## src/rtl/bmu_multicycle.sv

```systemverilog
// Iterative Zbb/Zbc bit-manipulation unit: CLMUL, CLMULH, CLMULR, CLZ, CTZ, CPOP.
// Processes STEP operand bits per cycle; one op in flight, result strobed on out_valid.
module bmu_multicycle #(
    parameter int unsigned XLEN       = 32,
    parameter int unsigned STEP       = 1,
    parameter int unsigned EARLY_EXIT = 1
) (
    input  logic            clk,
    input  logic            rst,
    input  logic            start,
    input  logic [4:0]      option,
    input  logic [XLEN-1:0] in_x,
    input  logic [XLEN-1:0] in_y,
    input  logic            flush,
    output logic            ready,
    output logic            busy,
    output logic            out_valid,
    output logic [XLEN-1:0] out_result
);

    localparam int unsigned NSTEPS = XLEN / STEP;
    localparam int unsigned CNTW   = (NSTEPS > 1) ? $clog2(NSTEPS) : 1;
    localparam int unsigned CW     = $clog2(XLEN) + 1;

    localparam logic [4:0] OP_CLMUL  = 5'b00001;
    localparam logic [4:0] OP_CLMULH = 5'b00010;
    localparam logic [4:0] OP_CLMULR = 5'b00011;
    localparam logic [4:0] OP_CLZ    = 5'b00100;
    localparam logic [4:0] OP_CPOP   = 5'b00101;
    localparam logic [4:0] OP_CTZ    = 5'b00110;

    typedef enum logic [1:0] {IDLE, RUN, DONE} state_e;

    state_e            state, state_next;
    logic              accept, finish;

    logic [4:0]        op;
    logic [XLEN-1:0]   opd;      // y for CLMUL*, x otherwise; shifted so the current chunk sits at one end
    logic [2*XLEN-1:0] mx;       // x pre-shifted to the current chunk's bit position
    logic [2*XLEN-1:0] prod, prod_next;
    logic [CW-1:0]     acc, acc_next;
    logic              found, found_next;
    logic [CNTW-1:0]   cnt;

    logic              is_clmul, is_clz, is_ctz, is_cpop, is_cnt, known, last, early;
    logic [CW-1:0]     pc, z;
    logic              hit, bitv;
    logic [XLEN-1:0]   result_next;

    // State register
    always_ff @(posedge clk or posedge rst) begin
        if (rst) state <= IDLE;
        else     state <= state_next;
    end

    // Next-state, handshake outputs; flush outranks start in every state
    always_comb begin
        state_next = state;
        ready      = 1'b0;
        busy       = 1'b0;
        accept     = 1'b0;
        case (state)
            IDLE: begin
                ready = 1'b1;
                if (start && !flush) begin
                    accept     = 1'b1;
                    state_next = RUN;
                end
            end
            RUN: begin
                busy = 1'b1;
                if (flush)       state_next = IDLE;
                else if (finish) state_next = DONE;
            end
            DONE: begin
                ready = 1'b1;
                if (start && !flush) begin
                    accept     = 1'b1;
                    state_next = RUN;
                end else begin
                    state_next = IDLE;
                end
            end
            default: state_next = IDLE;
        endcase
    end

    // Per-chunk datapath: carry-less partial product, popcount, leading/trailing zero scan
    always_comb begin
        is_clmul = (op == OP_CLMUL) || (op == OP_CLMULH) || (op == OP_CLMULR);
        is_clz   = (op == OP_CLZ);
        is_ctz   = (op == OP_CTZ);
        is_cpop  = (op == OP_CPOP);
        is_cnt   = is_clz || is_ctz;
        known    = is_clmul || is_cnt || is_cpop;
        last     = (cnt == CNTW'(NSTEPS - 1));

        prod_next = prod;
        for (int unsigned j = 0; j < STEP; j++) begin
            if (opd[j]) prod_next = prod_next ^ (mx << j);
        end

        pc = '0;
        for (int unsigned i = 0; i < STEP; i++) begin
            pc = pc + CW'(opd[i]);
        end

        z   = '0;
        hit = 1'b0;
        for (int unsigned i = 0; i < STEP; i++) begin
            bitv = is_clz ? opd[XLEN-1-i] : opd[i];
            if (!hit) begin
                if (bitv) hit = 1'b1;
                else      z   = z + CW'(1);
            end
        end

        acc_next   = acc;
        found_next = found;
        if (is_cpop) begin
            acc_next = acc + pc;
        end else if (is_cnt && !found) begin
            acc_next   = acc + z;
            found_next = hit;
        end

        early  = (EARLY_EXIT != 0) && is_cnt && !found && hit;
        finish = (state == RUN) && (last || early || !known);

        case (op)
            OP_CLMUL:                result_next = prod_next[XLEN-1:0];
            OP_CLMULH:               result_next = prod_next[2*XLEN-1:XLEN];
            OP_CLMULR:               result_next = prod_next[2*XLEN-2:XLEN-1];
            OP_CLZ, OP_CTZ, OP_CPOP: result_next = XLEN'(acc_next);
            default:                 result_next = mx[XLEN-1:0];  // unshifted x while cnt==0
        endcase
    end

    // Operand capture on accept, chunk advance in RUN, result register on the finishing edge
    always_ff @(posedge clk or posedge rst) begin
        if (rst) begin
            op         <= '0;
            opd        <= '0;
            mx         <= '0;
            prod       <= '0;
            acc        <= '0;
            found      <= 1'b0;
            cnt        <= '0;
            out_valid  <= 1'b0;
            out_result <= '0;
        end else begin
            out_valid <= 1'b0;
            if (accept) begin
                op    <= option;
                opd   <= ((option == OP_CLMUL) || (option == OP_CLMULH) || (option == OP_CLMULR))
                         ? in_y : in_x;
                mx    <= (2*XLEN)'(in_x);
                prod  <= '0;
                acc   <= '0;
                found <= 1'b0;
                cnt   <= '0;
            end else if (state == RUN && !flush) begin
                cnt   <= cnt + CNTW'(1);
                opd   <= is_clz ? (opd << STEP) : (opd >> STEP);
                mx    <= mx << STEP;
                prod  <= prod_next;
                acc   <= acc_next;
                found <= found_next;
                if (finish) begin
                    out_valid  <= 1'b1;
                    out_result <= result_next;
                end
            end
        end
    end

endmodule

```

## config.mk

```make
export PLATFORM = sky130hd
export DESIGN_NAME = bmu_multicycle
export DESIGN_NICKNAME = d
export VERILOG_FILES = /design/src/rtl/bmu_multicycle.sv
export SDC_FILE = /design/constraint.sdc
export NUM_CORES = 1
export LEC_CHECK = 0
export ABC_AREA = 1
export CORE_MARGIN = 3
export CORE_UTILIZATION = 52
export DETAILED_ROUTE_END_ITERATION = 6
export MAX_ROUTING_LAYER = met4
export PLACE_DENSITY_LB_ADDON = 0.3
export SYNTH_ARGS = -nofsm -noshare
export SYNTH_HDL_FRONTEND = slang
export SYNTH_SLANG_ARGS = --single-unit
```

## constraint.sdc

```tcl
create_clock -name clk -period 7.7 [get_ports clk]
set_input_delay 1.54 -clock clk [delete_from_list [all_inputs] [get_ports clk]]
set_output_delay 1.54 -clock clk [all_outputs]
set_load 0.1 [all_outputs]
```

==> key figures <==
Detailed routing
  • Residual DRC: 0
  • Routed vias/inst: 5.534
  • Final WL: 29390 um
  • Initial DRT Pass Iterations: 6
  • Post-route ant nets: 0
  • Routed via count: 9973
  • 1st-iter DRT viols: 733
  • WL/cell: 16.31 um

Global routing
  • Initial antenna violation count: 0
  • Total Routing Usage GR: 0.2549
  • First-pass GRT wire length: 48580 um
  • Met2 global-route usage: 0.3918
  • Vias in the first global route: 9565
  • GR peak layer: met2
  • Met3 Use GR: 0.03426
  • Global route total overflow: 0
  • GR Layer Usage met1: 0.3616
  • Largest net degree at the start of global routing: 135

Floorplan
  • Die W: 152.9 um
  • Die Y: 152.9 um
  • Starting density of the core: 0.5324
  • Rows: 53
  • IO Count: 108
  • Total core area: 21090 um2
  • Die area: 23390 um2

Synthesis
  • Mapped Cells: 1458
  • Synth cell types: 37
  • Mean Syn Cell Area: 7.700 um2
  • Mapped cell area: 11230 um2
  • Synth warnings: 0
  • Post-synth top area cell: dfrtp_1
  • Top-count cell post-synth: nand2_1
  • Post-synth top flop: dfrtp_1
  • Syn_nets: 1537
  • EDFF count, synth: 0
  • Synthesis-stage register bit count: 212
  • Top cells by count, synth: nand2_1, dfrtp_1, o21ai_0
  • Top-area cell type share of the netlist area: 0.4725
  • Sequential-to-total area share from yosys stat: 0.4725
  • Post-synth ARST share: 1.000
  • Largest cells by area after synthesis: dfrtp_1, nand2_1, o21ai_0

Setup path
  • CP top delay family: buffers and inverters
  • CP cell instances: clkdlybuf4s50_1 -> inv_1 -> nor2_1 -> nand2_4 -> nand2_4 -> buf_4 -> nand4_1 -> o21ai_0 -> a21oi_1
  • Buf+Inv Stages, Crit Path: 3
  • Crit-path max FO: 91
  • Most frequent cell on the critical path: nand2_4
  • Worst path slowest cell: buf_4
  • CP peak stage delay: 0.80 ns
  • WP data required: 8.10 ns
  • Setup crit start kind: primary input
  • CP endpoint kind: register
  • WS Path Type: in -> reg
  • Worst Path Arrival: 4.27 ns

Clocking
  • Post-CTS Setup Bufs: 0
  • TritonCTS buffer count: 23
  • Post_cts resized: 0
  • Worst-Skew Late Latency: 0.51 ns
  • Root Buffer: clkbuf_16
  • CTS tree: done
  • CTS clk-pin slew, worst paths: 0.06 ns
  • CTS HTree Levels: 1
  • Clk buf depth: 3
  • TritonCTS sink count: 212
  • Hold Buf Count CTS: 0

Status
  • Status: completed

STA
  • Final Skew: 0.01174 ns
  • Final hold violations: 0
  • Final Critical Period: 3.878 ns
  • F_max: 257.9 MHz
  • Fin. max-slew vios: 0
  • Final period utilization: 0.5036
  • Final Setup Violations: 0
  • Unrepaired setup endpoints after global routing: false
  • Rel. slew slack: 0.1991
  • Final TNS setup: 0 ns
  • Least-Margin Pin Slew: 1.201 ns

Placed design
  • DPL Wire Length: 18570 um
  • Port-buffer cells: 107
  • Post-Place Cell Area: 12360 um2
  • Gpl congestion: 0.8663

Power and ir drop
  • Pwr dens: 328.9 nW/um2
  • VDD IR max: 0.2845 mV
  • Pleak: 0.005943 uW

Finish
  • FILL cells: 1823
  • Diodes inserted: 0
  • Fraction of layout instances using a drive strength above 1: 0.04519
  • P&R area growth vs syn: 16.85%
  • Nets: 1592
  • Design area: 13120 um2

Min path
  • Hold Crit Class: reg -> reg

Flow run
  • Maxcap violations: 0
## final timing paths
check	from	end	slack, ns	cells past startpoint
hold reg to reg	out_result[21]$_DFFE_PP0P_	out_result[21]$_DFFE_PP0P_	0.48	2
min in group asynchronous	rst	prod[28]$_DFFE_PP0P_	1.59	2
setup / recovery	start	cnt[3]$_DFFE_PP0P_	3.82	9
max in group asynchronous	rst	found$_DFFE_PP0P_	4.59	3
hold / removal	out_result[21]$_DFFE_PP0P_	out_result[21]$_DFFE_PP0P_	0.48	2
setup reg to reg	op[0]$_DFFE_PP0P_	out_result[13]$_DFFE_PP0P_	4.56	9
## flip-flops by register name, indices dropped and copies added (netlist names), 2 cells and up
register	flops
out_result	32
op	5
prod	64
mx	64
cnt	5
opd	32
acc	6
state	2
## cell type report
| class | instances | area (um2) | area share |
|---|---|---|---|
| well taps | 275 | 344.1 | 0.02623 |
| inverters | 176 | 675.6 | 0.05150 |
| repair buffers | 116 | 1139 | 0.08679 |
| clock buffers | 32 | 659.4 | 0.05026 |
| clock inverters | 7 | 95.09 | 0.007248 |
| multi-input cells | 984 | 4900 | 0.3735 |
| flip-flops and latches | 212 | 5306 | 0.4045 |
## placed cells by master (no fill, tap or decap), types with 2 or more instances in the layout
cell type | synthesis | final
a22oi_1 | 2 | 2
nor3_1 | 2 | 2
inv_6 | 0 | 2
o211ai_1 | 2 | 2
or2_2 | 2 | 2
inv_1 | 171 | 168
clkdlybuf4s50_1 | 0 | 107
clkbuf_16 | 0 | 23
ha_1 | 6 | 6
nand3_1 | 44 | 44
dfrtp_1 | 212 | 211
nand3_2 | 2 | 2
bufinv_16 | 0 | 2
o21ai_0 | 201 | 201
buf_4 | 1 | 9
a22o_1 | 2 | 2
a31oi_1 | 31 | 31
nor2_1 | 48 | 45
nand4_1 | 6 | 6
nand2_4 | 2 | 4
o221ai_1 | 31 | 31
inv_2 | 3 | 5
xor2_1 | 66 | 66
clkbuf_8 | 0 | 5
nand2_1 | 441 | 439
inv_8 | 1 | 2
nor2_4 | 1 | 2
a21oi_1 | 85 | 85
nor2_2 | 2 | 4
clkbuf_1 | 45 | 4
clkinv_2 | 0 | 2
## layer usage
| layer | routed length [um] | share of wire |
|---|---|---|
| met1 | 13320 | 0.45 |
| met2 | 13470 | 0.46 |
| met3 | 1844 | 0.063 |
| met4 | 755 | 0.026 |
| met5 | 0 | 0 |
## power breakdown
part | switching [uW] | internal [uW] | total, uW
clock | 444 | 663 | 1110
sequential | 159 | 1360 | 1520
combinational | 1240 | 439 | 1680
total | 1850 | 2470 | 4310
## stage by stage
| step | util | setup WS, ns | total power (uW) | std cells | hold WS [ns] |
|---|---|---|---|---|---|
| 6_report | 0.6221 | 3.822 | 4315 | 1802 | 0.4754 |
| 5_1_grt | 0.6221 | 3.590 | 4536 | 1802 | 0.5030 |
| 4_1_cts | 0.6221 | 3.887 | 4328 | 1802 | 0.4813 |
| 3_5_place_dp | 0.5863 | 3.352 | 3211 | 1763 | 0.4658 |
| 3_3_place_gp | 0.5863 | 3.375 | 3175 | 1763 | 0.4623 |
| 2_1_floorplan | - | 0.3658 | 2787 | 1458 | 0.4534 |
## kinds of logic after synthesis
| group | synth area share |
|---|---|
| adder cells (fa/ha/maj) | 0.006687 |
| buffers and inverters | 0.09451 |
| AO/OA/AOI/OAI | 0.1780 |
| XOR/XNOR | 0.05149 |
| multiplexers | 0.0008916 |
| flip-flops | 0.4725 |
| AND/OR/NAND/NOR | 0.1959 |
## worst min-delay path: cells and delay by family (launching register included)
| family | cells | cell delay [ns] |
|---|---|---|
| DFF | 1 | 0.34 |
| and+or+nand+nor | 2 | 0.10 |
(Power assumes the default switching activity.)
